`src/rtl/sync_sram.sv`:
```
// Synchronous single-port SRAM with byte masks, registered read and a hardware clear sweep.
// Latency: read data and read_valid one cycle after the read edge; access_error one cycle after.
// Backpressure: none; while busy (clear sweep) every host access and clear_request is dropped.
//
// Ports:
//   clock, reset_n                   rising-edge clock, async active-low reset
//   address, write_data              word address and write data
//   byte_enable_n                    active-low lane mask, bit i covers data[8i+7:8i]
//   chip_enable, write_enable,       active-low select; 0 = write / 1 = read;
//   output_enable                    active-low output enable (must be 1 for writes)
//   clear_request                    pulse that starts a full INIT_VALUE sweep
//   read_data, read_valid            registered read word and its one-cycle strobe
//   busy, access_error               sweep in progress; illegal-access pulse
module sync_sram #(
   parameter int                    DATA_WIDTH = 16,
   parameter int                    ADDR_WIDTH = 8,
   parameter int                    RAM_DEPTH  = 256,
   parameter logic [DATA_WIDTH-1:0] INIT_VALUE = '0
) (
   input  logic                      clock,
   input  logic                      reset_n,
   input  logic [ADDR_WIDTH-1:0]     address,
   input  logic [DATA_WIDTH-1:0]     write_data,
   input  logic [DATA_WIDTH/8-1:0]   byte_enable_n,
   input  logic                      chip_enable,
   input  logic                      write_enable,
   input  logic                      output_enable,
   input  logic                      clear_request,
   output logic [DATA_WIDTH-1:0]     read_data,
   output logic                      read_valid,
   output logic                      busy,
   output logic                      access_error
);

   localparam int BYTES = DATA_WIDTH / 8;
   // One extra bit so RAM_DEPTH == 2**ADDR_WIDTH is representable and never wraps.
   localparam logic [ADDR_WIDTH:0] DEPTH_W  = (ADDR_WIDTH + 1)'(RAM_DEPTH);
   localparam logic [ADDR_WIDTH:0] LAST_PTR = (ADDR_WIDTH + 1)'(RAM_DEPTH - 1);

   typedef enum logic {
      ST_CLEAR = 1'b0,
      ST_READY = 1'b1
   } state_t;

   state_t                state, state_nxt;
   logic [ADDR_WIDTH:0]   ptr, ptr_nxt;
   logic [DATA_WIDTH-1:0] mem [RAM_DEPTH];

   logic ready;
   logic sel;
   logic is_wr;
   logic is_rd;
   logic is_cont;
   logic in_range;

   assign ready    = (state == ST_READY);
   assign busy     = ~ready;
   assign in_range = ({1'b0, address} < DEPTH_W);

   // Host access decode; only meaningful outside the sweep.
   assign sel     = ready & ~chip_enable;
   assign is_wr   = sel & ~write_enable &  output_enable;
   assign is_rd   = sel &  write_enable & ~output_enable;
   assign is_cont = sel & ~write_enable & ~output_enable;

   always_ff @(posedge clock or negedge reset_n) begin
      if (!reset_n) begin
         state <= ST_CLEAR;
         ptr   <= '0;
      end else begin
         state <= state_nxt;
         ptr   <= ptr_nxt;
      end
   end

   always_comb begin
      state_nxt = state;
      ptr_nxt   = ptr;
      case (state)
         ST_CLEAR: begin
            if (ptr == LAST_PTR) begin
               state_nxt = ST_READY;
               ptr_nxt   = '0;
            end else begin
               ptr_nxt = ptr + 1'b1;
            end
         end
         ST_READY: begin
            // Any access this cycle still completes; the sweep begins on the next edge.
            if (clear_request) begin
               state_nxt = ST_CLEAR;
               ptr_nxt   = '0;
            end
         end
         default: begin
            state_nxt = ST_CLEAR;
            ptr_nxt   = '0;
         end
      endcase
   end

   // Storage is never reset; the sweep is what initialises it.
   always_ff @(posedge clock) begin
      if (state == ST_CLEAR) begin
         mem[ptr[ADDR_WIDTH-1:0]] <= INIT_VALUE;
      end else if (is_wr && in_range) begin
         for (int i = 0; i < BYTES; i++) begin
            if (!byte_enable_n[i]) begin
               mem[address][8*i +: 8] <= write_data[8*i +: 8];
            end
         end
      end
   end

   always_ff @(posedge clock or negedge reset_n) begin
      if (!reset_n) begin
         read_data    <= '0;
         read_valid   <= 1'b0;
         access_error <= 1'b0;
      end else begin
         read_valid   <= 1'b0;
         access_error <= 1'b0;
         if (is_cont) begin
            access_error <= 1'b1;
         end else if (is_wr && !in_range) begin
            access_error <= 1'b1;
         end else if (is_rd) begin
            read_valid <= 1'b1;
            if (in_range) begin
               read_data <= mem[address];
            end else begin
               // Out-of-range reads still strobe valid, with zero data.
               read_data    <= '0;
               access_error <= 1'b1;
            end
         end
      end
   end

endmodule
```
`config.mk`:
```
export PLATFORM = sky130hd
export DESIGN_NAME = sync_sram
export DESIGN_NICKNAME = d
export VERILOG_FILES = /design/src/rtl/sync_sram.sv
export SDC_FILE = /design/constraint.sdc
export NUM_CORES = 2
export LEC_CHECK = 0
export CAP_MARGIN = 10
export CORE_MARGIN = 1
export CORE_UTILIZATION = 45
export CTS_CLUSTER_DIAMETER = 80
export DETAILED_ROUTE_END_ITERATION = 16
export PLACE_DENSITY = 0.65
export SYNTH_ARGS = -nofsm -noshare
export SYNTH_HDL_FRONTEND = slang
export SYNTH_SLANG_ARGS = --single-unit
```
`constraint.sdc`:
```
create_clock -name clock -period 5.25 [get_ports clock]
set_clock_uncertainty 0.2 [all_clocks]
set_input_delay 0.525 -clock clock [delete_from_list [all_inputs] [get_ports clock]]
set_output_delay 0.525 -clock clock [all_outputs]
set_load 0.01 [all_outputs]
```
== Word level (Yosys, flattened, before mapping) ==
Memory sizes are Yosys's and may differ from the RTL's. A register that Yosys moved wholly into a read port is not among the register bits.
Index checks and enable logic that the tools add are counted.

* Bitwise logic cells: 11
* Mux-type cells: 21
* Add/sub/neg operators: 1
* Eq/ne operators: 2
* Reduce and logical (&&, ||, !) cells: 3

{| class="wikitable"
|+ Operator list
! kind !! count
|-
| two-way mux 9 bit || 2
|-
| case mux 9 bit (2 select lines) || 1
|-
| two-way mux 16 bit || 1
|-
| OR reduction 16 bit || 1
|-
| two-way mux 1 bit || 14
|-
| adder 9 x 1 -> 9 bit (second input constant) || 1
|-
| == test 9 x 8 -> 1 bit (second input constant) || 1
|-
| two-way mux 8 bit || 1
|-
| bitwise AND 1 bit || 6
|-
| NOT 1 bit || 5
|-
| two-way mux 2 bit || 1
|-
| inequality test 2 bit (second input constant) || 1
|-
| case mux 1 bit (2 select lines) || 1
|-
| AND reduction 2 bit || 1
|-
| zero test 1 bit || 1
|}

* Output and inout bits: 19
* Word-level logic and storage cells: 43
* Register bits after elaboration: 12
* Memories kept: 1
* Memory bits (writable): 4,096
* Bits of input ports: 32

{| class="wikitable"
|+ Memories
! memory !! depth !! width !! rd ports !! clocked after Yosys merged registers in !! write ports !! RTL line !! source
|-
| mem || 256 || 16 || 1 || 1 || 1 || 47 || <nowiki>logic [DATA_WIDTH-1:0] mem [RAM_DEPTH];</nowiki>
|}

== Logic depth before layout (Yosys ltp) ==
* Depth after elaboration: 9
* Gate-level depth with buffers: 13
* Gate-level depth less buffers: 8

== Worst setup path after synthesis ==
No wires, ideal clock.

* Path type: in2reg
* Start point: in chip_enable
* End point: mem mem[0][10], data pin
* Buffers on the path: 3
* Cell stages on the path: 6
* Slack: -745 ps
* Data required time: 4,180 ps
* Arrival: 4,925 ps
* Setup time: 870 ps
* Cell sequence: nor3b_1 and3_1 clkbuf_1 clkbuf_1 clkbuf_1 and2_1

* Cells in the longest elaborated chain, start to end: 9
* Elaborated cells on any way between the ends: 12
* Those cells by class: mux (7); bitwise (4); reduce/logical (1)

{| class="wikitable"
|+ RTL lines
! element !! RTL line !! source
|-
| start, declared || 25 || <nowiki>input logic chip_enable,</nowiki>
|-
| NOT 1 bit (*) || 61 || <nowiki>assign sel = ready & ~chip_enable;</nowiki>
|-
| bitwise AND 1 bit (*) || 61 ||
|-
| bitwise AND 1 bit (*) (2 in a row) || 62 || <nowiki>assign is_wr = sel & ~write_enable & output_enable;</nowiki>
|-
| two-way mux 1 bit || 106 || <nowiki>end else if (is_wr && in_range) begin</nowiki>
|-
| two-way mux 1 bit || 104 || <nowiki>if (state == ST_CLEAR) begin</nowiki>
|-
| two-way mux 1 bit (implied by the code) || 109 || <nowiki>mem[address][8*i +: 8] <= write_data[8*i +: 8];</nowiki>
|-
| OR reduction 16 bit (no source line) (*) || - ||
|-
| two-way mux 16 bit (no source line) (*) || - ||
|-
| end, declared || 47 ||
|}

Mark *: on every way between the ends. The rest lies on a longest branch, timed or not.

== Final worst setup path ==
* Start point: reg state, in the netlist ready
* End point: reg read_data[8] (read register of mem)

* Cells in the longest elaborated chain, start to end: 5
* Elaborated cells on any way between the ends: 7
* Those cells by class: bitwise (6); reduce/logical (1)

{| class="wikitable"
|+ RTL lines
! element !! RTL line !! source
|-
| start, declared || 45 || <nowiki>state_t state, state_nxt;</nowiki>
|-
| start signal, assigned || 71 || <nowiki>state <= state_nxt;</nowiki>
|-
| bitwise AND 1 bit (*) || 61 ||
|-
| bitwise AND 1 bit (2 in a row) || 64 || <nowiki>assign is_cont = sel & ~write_enable & ~output_enable;</nowiki>
|-
| NOT 1 bit (no source line) || - ||
|-
| AND reduction 2 bit (no source line) (*) || - ||
|-
| end, declared || 29 || <nowiki>output logic [DATA_WIDTH-1:0] read_data,</nowiki>
|}

Marked as above.
A chain may end at the register's enable or synchronous reset.

==> impl_metrics.json <==
{
  "final_area_sq_um": 183000,
  "p_per_area_nw_per_um2": 383,
  "die_x_microns": 600,
  "crit_path_end": "read_data[8]",
  "routabilityCongestion": 0.937,
  "start_util_pct": 45.2,
  "fin_crit_sh_pct": 84.5,
  "status": "completed",
  "path_max_fanout": 19,
  "worst_setup_path_start_kind": "flop",
  "synth_ff_type": "edfxtp_1",
  "fin_ws_ns": 0.815,
  "synth_edf_count": 4096,
  "ys_top_cells_by_area": "edfxtp_1, mux4_2, mux2i_1",
  "clk_pin_slew_worst_paths_ns": 0.07,
  "grt_pass1_wl_microns": 667000,
  "syn_area_sq_um": 161000,
  "drt_first_pass_iters": 8,
  "synth_common_cells": "edfxtp_1, mux4_2, nor2_1",
  "cellInternalPower_mw": 53.9,
  "ys_seq_area_share_pct": 76.9,
  "hold_viol": 0,
  "clock_sinks": 4124,
  "ys_seq_elements": 4124,
  "max-vdd-ir-drop_v": 0.000267,
  "cp.arrival_ns": 5.12,
  "ff2ff_setup_slack_ns": 0.81,
  "whs_ns": 0.0646,
  "syn_to_final_growth_pct": 13.7,
  "cts_tree": "built",
  "endpoint_kind": "flop",
  "wl_per_cell_microns": 35.7,
  "power.clock.fraction_pct": 40.7,
  "reg2reg_to": "read_data[8]",
  "maxSlewViolCount": 0,
  "worstPathRequired_ns": 5.93,
  "core_area_sq_um": 356000,
  "yosysMostFrequentCell": "edfxtp_1",
  "worstRegToRegCells": 10,
  "dieHeight_microns": 600,
  "routed_wl_microns": 480000,
  "clock_latency_ns": 0.98,
  "cts_buffer_depth": 4,
  "ant_nets": 0,
  "rows": 219,
  "p_leak_nw": 61.1,
  "cts_setup_buffers": 0,
  "drt_iter0_markers": 13000,
  "ys_async_sr_fraction_pct": 0.679,
  "fmax_ghz": 0.225,
  "rsz0062_at_grt": "no",
  "crit_type": "flop to flop",
  "first_global_vias": 83700,
  "crit_start": "ready",
  "grt_overflow": 0,
  "die_area_sq_um": 360000,
  "seqPwrFrac_pct": 52.0,
  "dp_slack_ns": 0.506,
  "dp_hpwl_microns": 308000,
  "layout-drive-gt1-share_pct": 24.1,
  "yosysWarningCount": 0,
  "cts_made_buffers": 393,
  "relSlewSlack_pct": 10.0,
  "synthCells": 7836,
  "setup_viol": 0,
  "grt_max_degree": 144,
  "crit_slowest_cell": "nor4_1",
  "min_path_type": "primary input to async pin",
  "syn_nets": 7869,
  "fin_util_pct": 51.4,
  "cts-root-buf": "clkbuf_16",
  "remaining_drc_errors": 0,
  "synth_top_area_share_pct": 76.5,
  "tightest_slew_ns": 1.32,
  "synthDistinctLibCells": 84,
  "vias": 85300,
  "io_pins": 51,
  "via_per_inst": 6.33,
  "switchingPower_mw": 16.2,
  "swShare_pct": 23.1,
  "path_cells": "buf_4 -> inv_1 -> or4b_1 -> buf_4 -> inv_1 -> nand2_1 -> nor4_1 -> nand4_1 -> a21oi_1 -> a221o_1",
  "max_cap_viol_count": 0,
  "antenna_found_initial": 18,
  "period_needed_ns": 4.44,
  "power_mw": 70.1,
  "place_area_sq_um": 170000,
  "slowest_delay_ns": 0.84,
  "num-nets-final": 8404,
  "io_buffers": 50,
  "htree_levels": 5,
  "yosysTopAreaCell": "edfxtp_1",
  "grt_usage_pct": 26.6,
  "reg2reg_from": "ready",
  "power_frac_comb_pct": 7.3,
  "syn_area_per_cell_sq_um": 20.5
}
[flip-flops by register name, indices dropped and copies added, names as in the netlist]
signal / cells
read_valid: 1
ptr: 9
read_data: 16
mem: 4096
ready: 1
access_error: 1
[logic make-up (layout without fill, tap and decap cells)]
family                     count (synthesis)  in the layout  synth area share, %
xor gates and xnor gates                   2              2               0.0109
and+or+nand+nor                         1205           1205                 3.13
AOI/OAI and AO/OA                        743            743                 3.26
muxes                                   1273           1273                 14.7
DFF                                     4124           4124                 76.9
buffers and inverters                    488           1343                 2.00
adders and majority gates                  1              1              0.00778
other                                      0             22                    0
[timing repair]
action | in CTS | in global routing
hold buffers | 2 | 0
endpoints found under the hold margin | 30 | 0
gates resized for setup | 0 | 0
[power groups by stage]
| stage | logic [mW] | registers [mW] | clock network (mW) |
|---|---|---|---|
| after detailed placement | 4.97 | 37.1 | 0 |
| final | 5.10 | 36.4 | 28.5 |
| after global routing | 5.11 | 36.4 | 29.9 |
| after global placement | 4.92 | 37.1 | 0 |
| after floorplan | 2.39 | 37.0 | 0 |
| after CTS | 4.98 | 36.4 | 28.7 |
[worst min path at each step]
stage | startpoint | end | slack (ns)
floorplan | reset_n | access_error | 0.03
CTS | reset_n | read_data[3] | 0.06
finish | reset_n | read_data[5] | 0.06
detailed placement | ptr[8] | ptr[8] | 0.33
global route | address[4] | read_data[2] | 0.10
global placement | ptr[8] | ptr[8] | 0.32
[worst max-delay path, delay by kind of cell, from the launching register on]
family                 cells  cell delay, ns
AO/OA/AOI/OAI              2            0.40
buffers and inverters      4            0.87
flip-flops                 1            0.35
AND/OR/NAND/NOR            4            2.44
[final cells by class]
class                      instances  area, sq um
antenna                           22         55.1
clock buffer                     476        10300
clock inverter                   239         2430
fill                           27700       173000
inverter                           7         37.5
multi-input combinational       3224        34100
sequential                      4124       124000
tap                             4751         5940
timing repair buffer             621         6120
[placed cells by master, fill, tap and decap left out, drive strengths merged, types with 42 or more instances in the layout]
cell type | netlist | final
nand2 | 360 | 360
a21oi | 80 | 80
nor2 | 602 | 602
o21ai | 91 | 91
nand3 | 73 | 73
buf | 339 | 577
bufinv | 0 | 43
mux4 | 861 | 861
a211oi | 52 | 52
clkdlybuf4s50 | 0 | 42
edfxtp | 4096 | 4096
clkbuf | 142 | 476
o221ai | 48 | 48
mux2i | 385 | 385
a22oi | 108 | 108
o22ai | 151 | 151
clkinv | 1 | 160
[per-layer routing]
metal	vias to the layer above	global-route usage (%)	part of all wire [%]
met5	-	0	0.016
met4	12	13.4	5.9
met3	1070	6.36	12
met2	5901	40.2	45
met1	44700	36.3	37
li1	33500	-	-
[through the flow]
step,setup TNS [ns],instances
floorplan,-810.05,7836
global placement,-17.67,12700
detailed placement,0,12700
CTS,0,13400
global route,0,13400
finish,0,13500
No activity file was read; power rests on OpenSTA's default activity.
